<file path="src/rtl/pocket_video_out.sv">
// pocket_video_out
// Pixel-output stage between the ULA video controller and the Analogue Pocket
// video interface. Maps standard / ULA+ GRB332 / ULA+ mono colour to 24-bit
// RGB, derives DE, turns level syncs into single-tick HS/VS pulses (HS is
// postponed when it collides with VS), emits the end-of-line scaler-slot word
// and measures active width and height.
//
// Ports:
//   clk_sys, reset           master clock, synchronous active-high reset
//   ce_pix                   pixel enable; all state advances only on it
//   I, R, G, B               standard colour bits of the current pixel
//   ulap_ena, ulap_mono      ULA+ palette enable / greyscale mode
//   ulap_color[7:0]          ULA+ colour, GRB332
//   HSync, VSync             level syncs from the ULA
//   PHBlank, PVBlank         Pocket-window blanking
//   scaler_slot[2:0]         slot index sent on the first blank tick of a line
//   video_rgb[23:0]          {R,G,B}
//   video_de, video_hs, video_vs
//   h_active[9:0]            DE ticks of the last completed line
//   v_active[8:0]            active lines of the last completed frame
`timescale 1ns/1ps

module pocket_video_out #(
  parameter int         HS_DELAY  = 3,
  parameter logic [7:0] DIM_LEVEL = 8'hD7
) (
  input  logic        clk_sys,
  input  logic        reset,
  input  logic        ce_pix,
  input  logic        I,
  input  logic        R,
  input  logic        G,
  input  logic        B,
  input  logic        ulap_ena,
  input  logic        ulap_mono,
  input  logic [7:0]  ulap_color,
  input  logic        HSync,
  input  logic        VSync,
  input  logic        PHBlank,
  input  logic        PVBlank,
  input  logic [2:0]  scaler_slot,
  output logic [23:0] video_rgb,
  output logic        video_de,
  output logic        video_hs,
  output logic        video_vs,
  output logic [9:0]  h_active,
  output logic [8:0]  v_active
);

  localparam logic [7:0] HS_LOAD = 8'(HS_DELAY);

  // Stage 1 registers
  logic       iS1_q, rS1_q, gS1_q, bS1_q, ulapEnaS1_q, ulapMonoS1_q;
  logic       iS1_d, rS1_d, gS1_d, bS1_d, ulapEnaS1_d, ulapMonoS1_d;
  logic [7:0] ulapColS1_q, ulapColS1_d;
  logic       hsyncS1_q, vsyncS1_q, deS1_q, validS1_q;
  logic       hsyncS1_d, vsyncS1_d, deS1_d, validS1_d;

  // Stage 2 registers
  logic [23:0] rgbS2_q, rgbS2_d;
  logic        deS2_q, hsRiseS2_q, vsRiseS2_q, hsyncPrev_q, vsyncPrev_q;
  logic        deS2_d, hsRiseS2_d, vsRiseS2_d, hsyncPrev_d, vsyncPrev_d;

  // Stage 3 / output registers and measurement state
  logic [23:0] rgb_q, rgb_d;
  logic        de_q, hs_q, vs_q, lineSeen_q;
  logic        de_d, hs_d, vs_d, lineSeen_d;
  logic [7:0]  hsCnt_q, hsCnt_d;
  logic [9:0]  pixCnt_q, pixCnt_d, hActive_q, hActive_d;
  logic [8:0]  lineCnt_q, lineCnt_d, vActive_q, vActive_d;

  // Combinational helpers
  logic [7:0]  stdLevel, ulapR, ulapG, ulapB;
  logic [23:0] mappedRgb;
  logic        hsRise, vsRise, deFall, hsPending, seenNow;
  logic [8:0]  lineCntBumped;

  // The prev registers only follow stage 1 once it holds a real sample, so a
  // sync that is already high when reset releases never looks like an edge.
  assign hsRise    = validS1_q & hsyncS1_q & ~hsyncPrev_q;
  assign vsRise    = validS1_q & vsyncS1_q & ~vsyncPrev_q;
  assign deFall    = de_q & ~deS2_q;
  assign hsPending = (hsCnt_q != 8'd0);

  // A line that ends on the same tick as its HS edge still counts.
  assign seenNow       = lineSeen_q | deFall;
  assign lineCntBumped = (hsRiseS2_q && seenNow && lineCnt_q != 9'd511)
                         ? lineCnt_q + 9'd1 : lineCnt_q;

  // Colour map from the stage-1 sample: standard palette, ULA+ GRB332 with
  // bit replication to fill 8 bits, or ULA+ greyscale.
  always_comb begin : mapColour
    stdLevel = iS1_q ? 8'hFF : DIM_LEVEL;
    ulapR    = {ulapColS1_q[4:2], ulapColS1_q[4:2], ulapColS1_q[4:3]};
    ulapG    = {ulapColS1_q[7:5], ulapColS1_q[7:5], ulapColS1_q[7:6]};
    ulapB    = {4{ulapColS1_q[1:0]}};
    if (!ulapEnaS1_q) begin
      mappedRgb = {rS1_q ? stdLevel : 8'h00,
                   gS1_q ? stdLevel : 8'h00,
                   bS1_q ? stdLevel : 8'h00};
    end else if (ulapMonoS1_q) begin
      mappedRgb = {3{ulapColS1_q}};
    end else begin
      mappedRgb = {ulapR, ulapG, ulapB};
    end
  end

  // Next-state logic for the whole pipeline; everything holds unless ce_pix.
  always_comb begin : nextState
    iS1_d        = iS1_q;
    rS1_d        = rS1_q;
    gS1_d        = gS1_q;
    bS1_d        = bS1_q;
    ulapEnaS1_d  = ulapEnaS1_q;
    ulapMonoS1_d = ulapMonoS1_q;
    ulapColS1_d  = ulapColS1_q;
    hsyncS1_d    = hsyncS1_q;
    vsyncS1_d    = vsyncS1_q;
    deS1_d       = deS1_q;
    validS1_d    = validS1_q;
    rgbS2_d      = rgbS2_q;
    deS2_d       = deS2_q;
    hsRiseS2_d   = hsRiseS2_q;
    vsRiseS2_d   = vsRiseS2_q;
    hsyncPrev_d  = hsyncPrev_q;
    vsyncPrev_d  = vsyncPrev_q;
    rgb_d        = rgb_q;
    de_d         = de_q;
    hs_d         = hs_q;
    vs_d         = vs_q;
    hsCnt_d      = hsCnt_q;
    pixCnt_d     = pixCnt_q;
    hActive_d    = hActive_q;
    lineCnt_d    = lineCnt_q;
    vActive_d    = vActive_q;
    lineSeen_d   = lineSeen_q;

    if (ce_pix) begin
      iS1_d        = I;
      rS1_d        = R;
      gS1_d        = G;
      bS1_d        = B;
      ulapEnaS1_d  = ulap_ena;
      ulapMonoS1_d = ulap_mono;
      ulapColS1_d  = ulap_color;
      hsyncS1_d    = HSync;
      vsyncS1_d    = VSync;
      deS1_d       = ~PHBlank & ~PVBlank;
      validS1_d    = 1'b1;

      rgbS2_d    = mappedRgb;
      deS2_d     = deS1_q;
      hsRiseS2_d = hsRise;
      vsRiseS2_d = vsRise;
      if (validS1_q) begin
        hsyncPrev_d = hsyncS1_q;
        vsyncPrev_d = vsyncS1_q;
      end

      // The first blank tick after active video carries the scaler slot.
      de_d = deS2_q;
      if (deS2_q) begin
        rgb_d = rgbS2_q;
      end else if (deFall) begin
        rgb_d = {21'd0, scaler_slot};
      end else begin
        rgb_d = '0;
      end

      // VS always goes out at once; an HS that would coincide with VS, or
      // that arrives while one is still pending, (re)starts the delay.
      vs_d = vsRiseS2_q;
      hs_d = 1'b0;
      if (hsRiseS2_q) begin
        if (vsRiseS2_q || hsPending) begin
          hsCnt_d = HS_LOAD;
        end else begin
          hs_d = 1'b1;
        end
      end else if (hsPending) begin
        if (hsCnt_q == 8'd1) begin
          if (vsRiseS2_q) begin
            hsCnt_d = HS_LOAD;
          end else begin
            hs_d    = 1'b1;
            hsCnt_d = 8'd0;
          end
        end else begin
          hsCnt_d = hsCnt_q - 8'd1;
        end
      end

      if (deS2_q) begin
        if (pixCnt_q != 10'd1023) begin
          pixCnt_d = pixCnt_q + 10'd1;
        end
      end else if (deFall) begin
        hActive_d = pixCnt_q;
        pixCnt_d  = 10'd0;
      end

      lineSeen_d = hsRiseS2_q ? 1'b0 : seenNow;
      if (vsRiseS2_q) begin
        vActive_d = lineCntBumped;
        lineCnt_d = 9'd0;
      end else begin
        lineCnt_d = lineCntBumped;
      end
    end
  end

  // State register; sync prev registers reset high so no spurious edge.
  always_ff @(posedge clk_sys) begin : stateReg
    if (reset) begin
      iS1_q        <= 1'b0;
      rS1_q        <= 1'b0;
      gS1_q        <= 1'b0;
      bS1_q        <= 1'b0;
      ulapEnaS1_q  <= 1'b0;
      ulapMonoS1_q <= 1'b0;
      ulapColS1_q  <= 8'd0;
      hsyncS1_q    <= 1'b0;
      vsyncS1_q    <= 1'b0;
      deS1_q       <= 1'b0;
      validS1_q    <= 1'b0;
      rgbS2_q      <= 24'd0;
      deS2_q       <= 1'b0;
      hsRiseS2_q   <= 1'b0;
      vsRiseS2_q   <= 1'b0;
      hsyncPrev_q  <= 1'b1;
      vsyncPrev_q  <= 1'b1;
      rgb_q        <= 24'd0;
      de_q         <= 1'b0;
      hs_q         <= 1'b0;
      vs_q         <= 1'b0;
      hsCnt_q      <= 8'd0;
      pixCnt_q     <= 10'd0;
      hActive_q    <= 10'd0;
      lineCnt_q    <= 9'd0;
      vActive_q    <= 9'd0;
      lineSeen_q   <= 1'b0;
    end else begin
      iS1_q        <= iS1_d;
      rS1_q        <= rS1_d;
      gS1_q        <= gS1_d;
      bS1_q        <= bS1_d;
      ulapEnaS1_q  <= ulapEnaS1_d;
      ulapMonoS1_q <= ulapMonoS1_d;
      ulapColS1_q  <= ulapColS1_d;
      hsyncS1_q    <= hsyncS1_d;
      vsyncS1_q    <= vsyncS1_d;
      deS1_q       <= deS1_d;
      validS1_q    <= validS1_d;
      rgbS2_q      <= rgbS2_d;
      deS2_q       <= deS2_d;
      hsRiseS2_q   <= hsRiseS2_d;
      vsRiseS2_q   <= vsRiseS2_d;
      hsyncPrev_q  <= hsyncPrev_d;
      vsyncPrev_q  <= vsyncPrev_d;
      rgb_q        <= rgb_d;
      de_q         <= de_d;
      hs_q         <= hs_d;
      vs_q         <= vs_d;
      hsCnt_q      <= hsCnt_d;
      pixCnt_q     <= pixCnt_d;
      hActive_q    <= hActive_d;
      lineCnt_q    <= lineCnt_d;
      vActive_q    <= vActive_d;
      lineSeen_q   <= lineSeen_d;
    end
  end

  assign video_rgb = rgb_q;
  assign video_de  = de_q;
  assign video_hs  = hs_q;
  assign video_vs  = vs_q;
  assign h_active  = hActive_q;
  assign v_active  = vActive_q;

endmodule

</file>
<file path="config.mk">
export PLATFORM = sky130hd
export DESIGN_NAME = pocket_video_out
export DESIGN_NICKNAME = d
export VERILOG_FILES = /design/src/rtl/pocket_video_out.sv
export SDC_FILE = /design/constraint.sdc
export NUM_CORES = 1
export LEC_CHECK = 0
export BUFFER_PORTS_ARGS = -buffer_cell sky130_fd_sc_hd__buf_2
export CORE_MARGIN = 2
export CORE_UTILIZATION = 60
export CTS_BUF_LIST = sky130_fd_sc_hd__clkbuf_4 sky130_fd_sc_hd__clkbuf_8
export CTS_CLUSTER_DIAMETER = 200
export CTS_CLUSTER_SIZE = 8
export DETAILED_ROUTE_END_ITERATION = 16
export PLACE_DENSITY_LB_ADDON = 0.25
export SKIP_CTS_REPAIR_TIMING = 1
export SYNTH_ARGS = -nofsm -noshare
export SYNTH_HDL_FRONTEND = slang
export SYNTH_SLANG_ARGS = --single-unit
</file>
<file path="constraint.sdc">
create_clock -name clk_sys -period 5.74 [get_ports clk_sys]
set_input_delay 1.148 -clock clk_sys [delete_from_list [all_inputs] [get_ports clk_sys]]
set_output_delay 1.148 -clock clk_sys [all_outputs]
set_load 0.005 [all_outputs]
</file>
==> results.py, run 1 <==
metrics = {
    "synth": {
        "yosys_warnings": 0,
        "avgSynthCellArea_um2": 8.54,
        "synth_seq_area_share": 0.467,
        "synth_edf_count": 0,
        "syn_nets": 637,
        "synth_commonest_cells": "121 x dfxtp_1, 108 x nor2_1, 65 x nand2_1",
        "syn_inst": 607,
        "synth-async-reset-ratio": 0,
        "synth_top_area_share": 0.467,
        "ys_types": 54,
        "synth_flop_cell": "dfxtp_1",
        "yosysMostFrequentCell": "dfxtp_1",
        "synth_area_leaders": "dfxtp_1 47%, nor2_1 7.8%, mux2i_1 4.8%, a21oi_1 4.7%, nand2_1 4.7%",
        "yosysTopAreaCell": "dfxtp_1",
        "synth_seq_cells": 121,
        "netlist_area_um2": 5180,
    },
    "run": {
        "max_cap_violations": 0,
    },
    "grt": {
        "antenna_found_initial": 0,
        "grt.total_usage": 0.238,
        "grt_pass1_vias": 4104,
        "grt_overflow": 0,
        "grt_first_pass_wirelength_um": 18800,
        "grt_max_degree": 118,
    },
    "clock_tree": {
        "cts.clk_slew.worst_paths_ns": 0.07,
        "clock_latency_ns": 0.43,
        "numCtsBuffers": 17,
        "cts.sinks": 121,
        "cts_tree": "yes",
        "cts-root-buf": "clkbuf_8",
        "clock_path_buffers": 2,
        "h-tree-depth": 4,
    },
    "critical_path": {
        "crit_buf_inv": 2,
        "crit_type": "in -> reg",
        "cp_cell_sequence": "buf_2 -> buf_4 -> and2_1 -> a22oi_1 -> nor2_1",
        "crit_path_max_fanout": 59,
        "cp_top_family": "simple AND/OR/NAND/NOR gates",
        "arrival_ns": 3.00,
        "required_ns": 6.09,
        "cpPeakStageDelay_ns": 0.73,
        "worstSetupEndpointType": "flip-flop",
        "cpMaxStageDelayCell": "and2_1",
        "startpoint_type": "input pin",
    },
    "route": {
        "vias": 4457,
        "drc_errors": 0,
        "routed_via_density": 5.77,
        "drt_iter0_markers": 259,
        "wl_um": 11000,
        "firstDrtPassIters": 5,
        "wl_per_cell_um": 14.2,
        "antenna_left": 0,
    },
    "floorplanning": {
        "die_h_um": 97.0,
        "rows": 33,
        "die-area_um2": 9400,
        "die_w_um": 97.0,
        "coreArea_um2": 8300,
        "initial_utilization": 0.625,
        "io_pins": 70,
    },
    "power_and_ir_drop": {
        "p_sw_frac": 0.298,
        "seqPwrFrac": 0.498,
        "p_int_mw": 1.30,
        "combPwrFrac": 0.134,
        "switchingPower_mw": 0.552,
        "ir_worst_vdd_mv": 0.180,
        "power_density_nw_per_um2": 315,
        "p_leak_nw": 2.28,
        "clkPwrFrac": 0.368,
    },
    "cells_and_area": {
        "antenna_cells": 0,
        "area_growth_pct": 13.2,
        "final_cell_count_no_fill": 773,
        "drive_above_1_share": 0.174,
        "nets": 685,
    },
    "placement": {
        "io_buffer_count": 69,
        "gp_congestion": 0.874,
        "dp_cells": 741,
        "dp_hpwl_um": 7240,
    },
    "sta": {
        "post-route-period-util": 0.462,
        "relSlewSlack": 0.226,
        "slew_viol_final": 0,
        "min_period_ns": 2.65,
        "finalSetupViolCount": 0,
        "clock_skew_ns": 0.0131,
        "fin_tns_setup_ns": 0,
        "rsz0062_at_grt": "no",
        "max_freq_ghz": 0.377,
        "hold_viol_final": 0,
        "worst_pin_slew_ns": 1.16,
    },
    "hold_path": {
        "hold_path_class": "reg -> reg",
    },
    "status": {
        "status": "complete, no violations",
    },
}
## through the flow
step | setup slack [ns] | instance area [um^2] | hold slack [ns] | total power [mW] | util
after floorplan | 3.53 | 5180 | 0.426 | 1.13 | -
after global placement | 2.75 | 5510 | 0.435 | 1.17 | 0.664
after detailed placement | 2.68 | 5510 | 0.445 | 1.18 | 0.664
after CTS | 3.13 | 5870 | 0.455 | 1.86 | 0.707
after global routing | 2.90 | 5870 | 0.474 | 1.94 | 0.707
final | 3.09 | 5870 | 0.453 | 1.85 | 0.707
## placed cells by master, fill, tap and decap left out, drive strengths merged, types with 3 or more instances in the layout
master,instances
dfxtp,121
nor2,109
buf,71
nand2,65
a21oi,50
mux2i,25
a22oi,22
a211oi,22
clkbuf,18
nand3,16
nor3,16
a31oi,14
inv,14
a311oi,9
nand2b,9
xor2,8
nor2b,7
clkinv,7
ha,6
o21ai,5
or3,4
xnor2,4
o211ai,4
a221oi,4
and4,3
nand4,3
a2bb2oi,3
and3,3
a211o,3
## worst reg2reg max path: stages, from the launching register on
cell and delay (ns):
dfxtp_1 0.36, ha_1 0.25, and4_1 0.21, ha_1 0.17
nand2b_2 0.22, a21oi_4 0.28, nand3_1 0.19, or3_1 0.34
a31oi_1 0.17
## per-layer routing
metal	up-vias	GRT usage	wire length, um
li1	2243	-	-
met1	2069	0.329	5060
met2	133	0.370	5080
met3	12	0.0499	693
met4	0	0.0867	127
met5	-	0	0
## flip-flops by register name, indices dropped and copies added, names as in the netlist, 8 cells and up
signal       cells
h_active        10
hsCnt_q          8
lineCnt_q        9
pixCnt_q        10
rgbS2_q         24
ulapColS1_q      8
v_active         9
video_rgb       24
## worst paths after layout
check | cells past startpoint | slack (ns) | endpoint | startpoint
max | 5 | 3.09 | video_rgb[4] | ce_pix
min | 2 | 0.45 | h_active[9] | h_active[9]
min reg2reg | 2 | 0.45 | h_active[9] | h_active[9]
max reg2reg | 8 | 3.48 | lineCnt_q[6] | lineCnt_q[0]
## logic make-up (layout without fill, tap and decap cells)
group,count (synthesis),in the layout,share of synthesized area
AO/OA/AOI/OAI,144,144,0.189
multiplexers,26,26,0.0504
AND/OR/NAND/NOR,247,247,0.219
adder cells (fa/ha/maj),6,6,0.0145
XOR/XNOR,12,12,0.0203
flip-flops,121,121,0.467
buffers and inverters,51,112,0.0396
## power groups by stage
stage | logic, mW | clock network, mW | registers (mW)
global route | 0.278 | 0.734 | 0.924
detailed placement | 0.245 | 0 | 0.938
CTS | 0.247 | 0.694 | 0.919
global placement | 0.235 | 0 | 0.936
floorplan | 0.203 | 0 | 0.923
finish | 0.248 | 0.681 | 0.920
## layout make-up
class / instances / area, um^2
fill: 651 / 2430
inverter: 9 / 33.8
clock buffer: 18 / 248
timing repair buffer: 71 / 363
sequential: 121 / 2420
clock inverter: 14 / 115
tap: 105 / 131
multi-input combinational: 435 / 2560
Note: power is estimated with default switching activity, not from simulation.
==> run 2: changes to the inputs <==
--- a/config.mk
+++ b/config.mk
@@ -7,7 +7,7 @@
 export LEC_CHECK = 0
 export BUFFER_PORTS_ARGS = -buffer_cell sky130_fd_sc_hd__buf_2
 export CORE_MARGIN = 2
-export CORE_UTILIZATION = 60
+export CORE_UTILIZATION = 59
 export CTS_BUF_LIST = sky130_fd_sc_hd__clkbuf_4 sky130_fd_sc_hd__clkbuf_8
 export CTS_CLUSTER_DIAMETER = 200
 export CTS_CLUSTER_SIZE = 8
==> constraint.sdc (replaced) <==
create_clock -name clk_sys -period 2.7 [get_ports clk_sys]
set_input_delay 0.54 -clock clk_sys [delete_from_list [all_inputs] [get_ports clk_sys]]
set_output_delay 0.54 -clock clk_sys [all_outputs]
set_load 0.005 [all_outputs]
==> run 2 against run 1 <==
  * Worst setup slack got worse by 2.7 ns
  * Design area grew 1.8%
  * Routed wire length up 2.3%
  * Clock skew is 0.0054 ns lower
  * Via count rose by 0.45%
  * First-iteration DRC count decreased by 17%
  * Largest power group unchanged
  * Highest routed layer unchanged
==> results.py, run 2 (synthesis results as in run 1) <==
metrics = {
    "status": {
        "status": "complete, no violations",
    },
    "route": {
        "drc_errors": 0,
        "firstDrtPassIters": 5,
        "antenna_left": 0,
        "wl_per_cell_um": 14.3,
        "routed_via_density": 5.70,
        "wl_um": 11200,
        "vias": 4477,
        "drt_iter0_markers": 216,
    },
    "critical_path": {
        "startpoint_type": "flip-flop",
        "crit_buf_inv": 0,
        "required_ns": 3.05,
        "cp_cell_sequence": "nand2_1 -> nor2_1 -> and4_1 -> ha_1 -> nand2b_2 -> a211o_2 -> nor2_4 -> or3b_2 -> a31oi_1",
        "worstSetupEndpointType": "flip-flop",
        "cp_top_family": "simple AND/OR/NAND/NOR gates",
        "cpPeakStageDelay_ns": 0.45,
        "cpMaxStageDelayCell": "dfxtp_1",
        "crit_type": "reg -> reg",
        "reg2reg_slack_ns": 0.41,
        "arrival_ns": 2.64,
        "crit_path_max_fanout": 6,
    },
    "sta": {
        "whs_ns": 0.352,
        "worst_pin_slew_ns": 0.670,
        "rsz0062_at_grt": "no",
        "hold_viol_final": 0,
        "worst_slack_ns": 0.413,
        "max_freq_ghz": 0.437,
        "fin_tns_setup_ns": 0,
        "relSlewSlack": 0.553,
        "min_period_ns": 2.29,
        "post-route-period-util": 0.847,
        "slew_viol_final": 0,
        "finalSetupViolCount": 0,
        "clock_skew_ns": 0.00763,
    },
    "clock_tree": {
        "clock_path_buffers": 2,
        "cts_tree": "yes",
        "clock_latency_ns": 0.42,
        "cts-root-buf": "clkbuf_8",
        "numCtsBuffers": 17,
        "cts.clk_slew.worst_paths_ns": 0.07,
        "cts.sinks": 121,
        "h-tree-depth": 4,
    },
    "grt": {
        "grt.total_usage": 0.244,
        "antenna_found_initial": 0,
        "grt_pass1_vias": 4219,
        "grt_overflow": 0,
        "grt_max_degree": 68,
        "grt_first_pass_wirelength_um": 19300,
    },
    "run": {
        "max_cap_violations": 0,
    },
    "floorplanning": {
        "initial_utilization": 0.600,
        "die-area_um2": 9550,
        "die_h_um": 97.7,
        "io_pins": 70,
        "coreArea_um2": 8640,
        "rows": 34,
        "die_w_um": 97.7,
    },
    "power_and_ir_drop": {
        "ir_worst_vdd_mv": 0.428,
        "seqPwrFrac": 0.478,
        "power_density_nw_per_um2": 683,
        "clkPwrFrac": 0.389,
        "switchingPower_mw": 1.15,
        "p_leak_nw": 2.33,
        "p_sw_frac": 0.281,
        "p_int_mw": 2.93,
        "combPwrFrac": 0.133,
    },
    "cells_and_area": {
        "layout_common_cells": "121 x dfxtp_1, 108 x nor2_1, 68 x buf_2, 65 x nand2_1, 49 x a21oi_1",
        "area_growth_pct": 15.3,
        "antenna_cells": 0,
        "final_common_cell": "dfxtp_1",
        "drive_above_1_share": 0.185,
        "nets": 694,
    },
    "placement": {
        "io_buffer_count": 69,
        "gp_congestion": 0.865,
        "dp_hpwl_um": 7600,
        "pre_cts_ws_ns": 0.435,
    },
    "hold_path": {
        "hold_path_class": "in -> reg",
    },
}
## run 2: cell count changes in the layout (fill, tap and decap cells not counted), sizes merged
cell      previous run  this run
buf                 71        80
inv                 14        11
bufinv               0         2
clkinvlp             2         4
clkinv               7         6
## run 2: tightest hold or removal path, delay by kind of cell
kind	cells	cell delay, ns
buf+inv	1	0.08
mux	1	0.05
simple gates	1	0.07
## run 2: final timing paths
kind,from,end,depth (start not counted)
hold / removal,ulap_color[4],ulapColS1_q[4],3
hold reg to reg,h_active[5],h_active[5],2
setup / recovery,lineCnt_q[3],lineCnt_q[4],9
setup reg to reg,lineCnt_q[3],lineCnt_q[4],9
## run 2: final cells by class
cell class / instances / area [um^2]
Timing Repair Buffer: 80 / 430
Clock inverter: 14 / 149
Tap cell: 108 / 135
Clock buffer: 18 / 248
Inverter: 9 / 33.8
Fill cell: 720 / 2660
Sequential cell: 121 / 2420
Multi-Input combinational cell: 435 / 2560
## run 2: power by group through the flow
stage          Clock (mW)  Combinational, mW  Sequential [mW]
2_1_floorplan           0              0.432             1.96
3_5_place_dp            0              0.534             1.99
5_1_grt              1.70              0.613             1.96
6_report             1.59              0.541             1.95
4_1_cts              1.61              0.542             1.95
3_3_place_gp            0              0.513             1.98
## run 2: per-stage QoR
step           std cells  cell area [um^2]  power (mW)  utilization
2_1_floorplan        607              5180        2.39            -
3_3_place_gp         753              5580        2.49        0.646
3_5_place_dp         753              5580        2.52        0.646
4_1_cts              785              5980        4.10        0.692
5_1_grt              785              5980        4.28        0.692
6_report             785              5980        4.08        0.692
## run 2: layer usage
layer,share of wire,up-vias,GRT usage
li1,-,2263,-
met1,0.47,2070,0.331
met2,0.46,130,0.393
met3,0.053,14,0.0565
met4,0.013,0,0.0726
met5,0,-,0
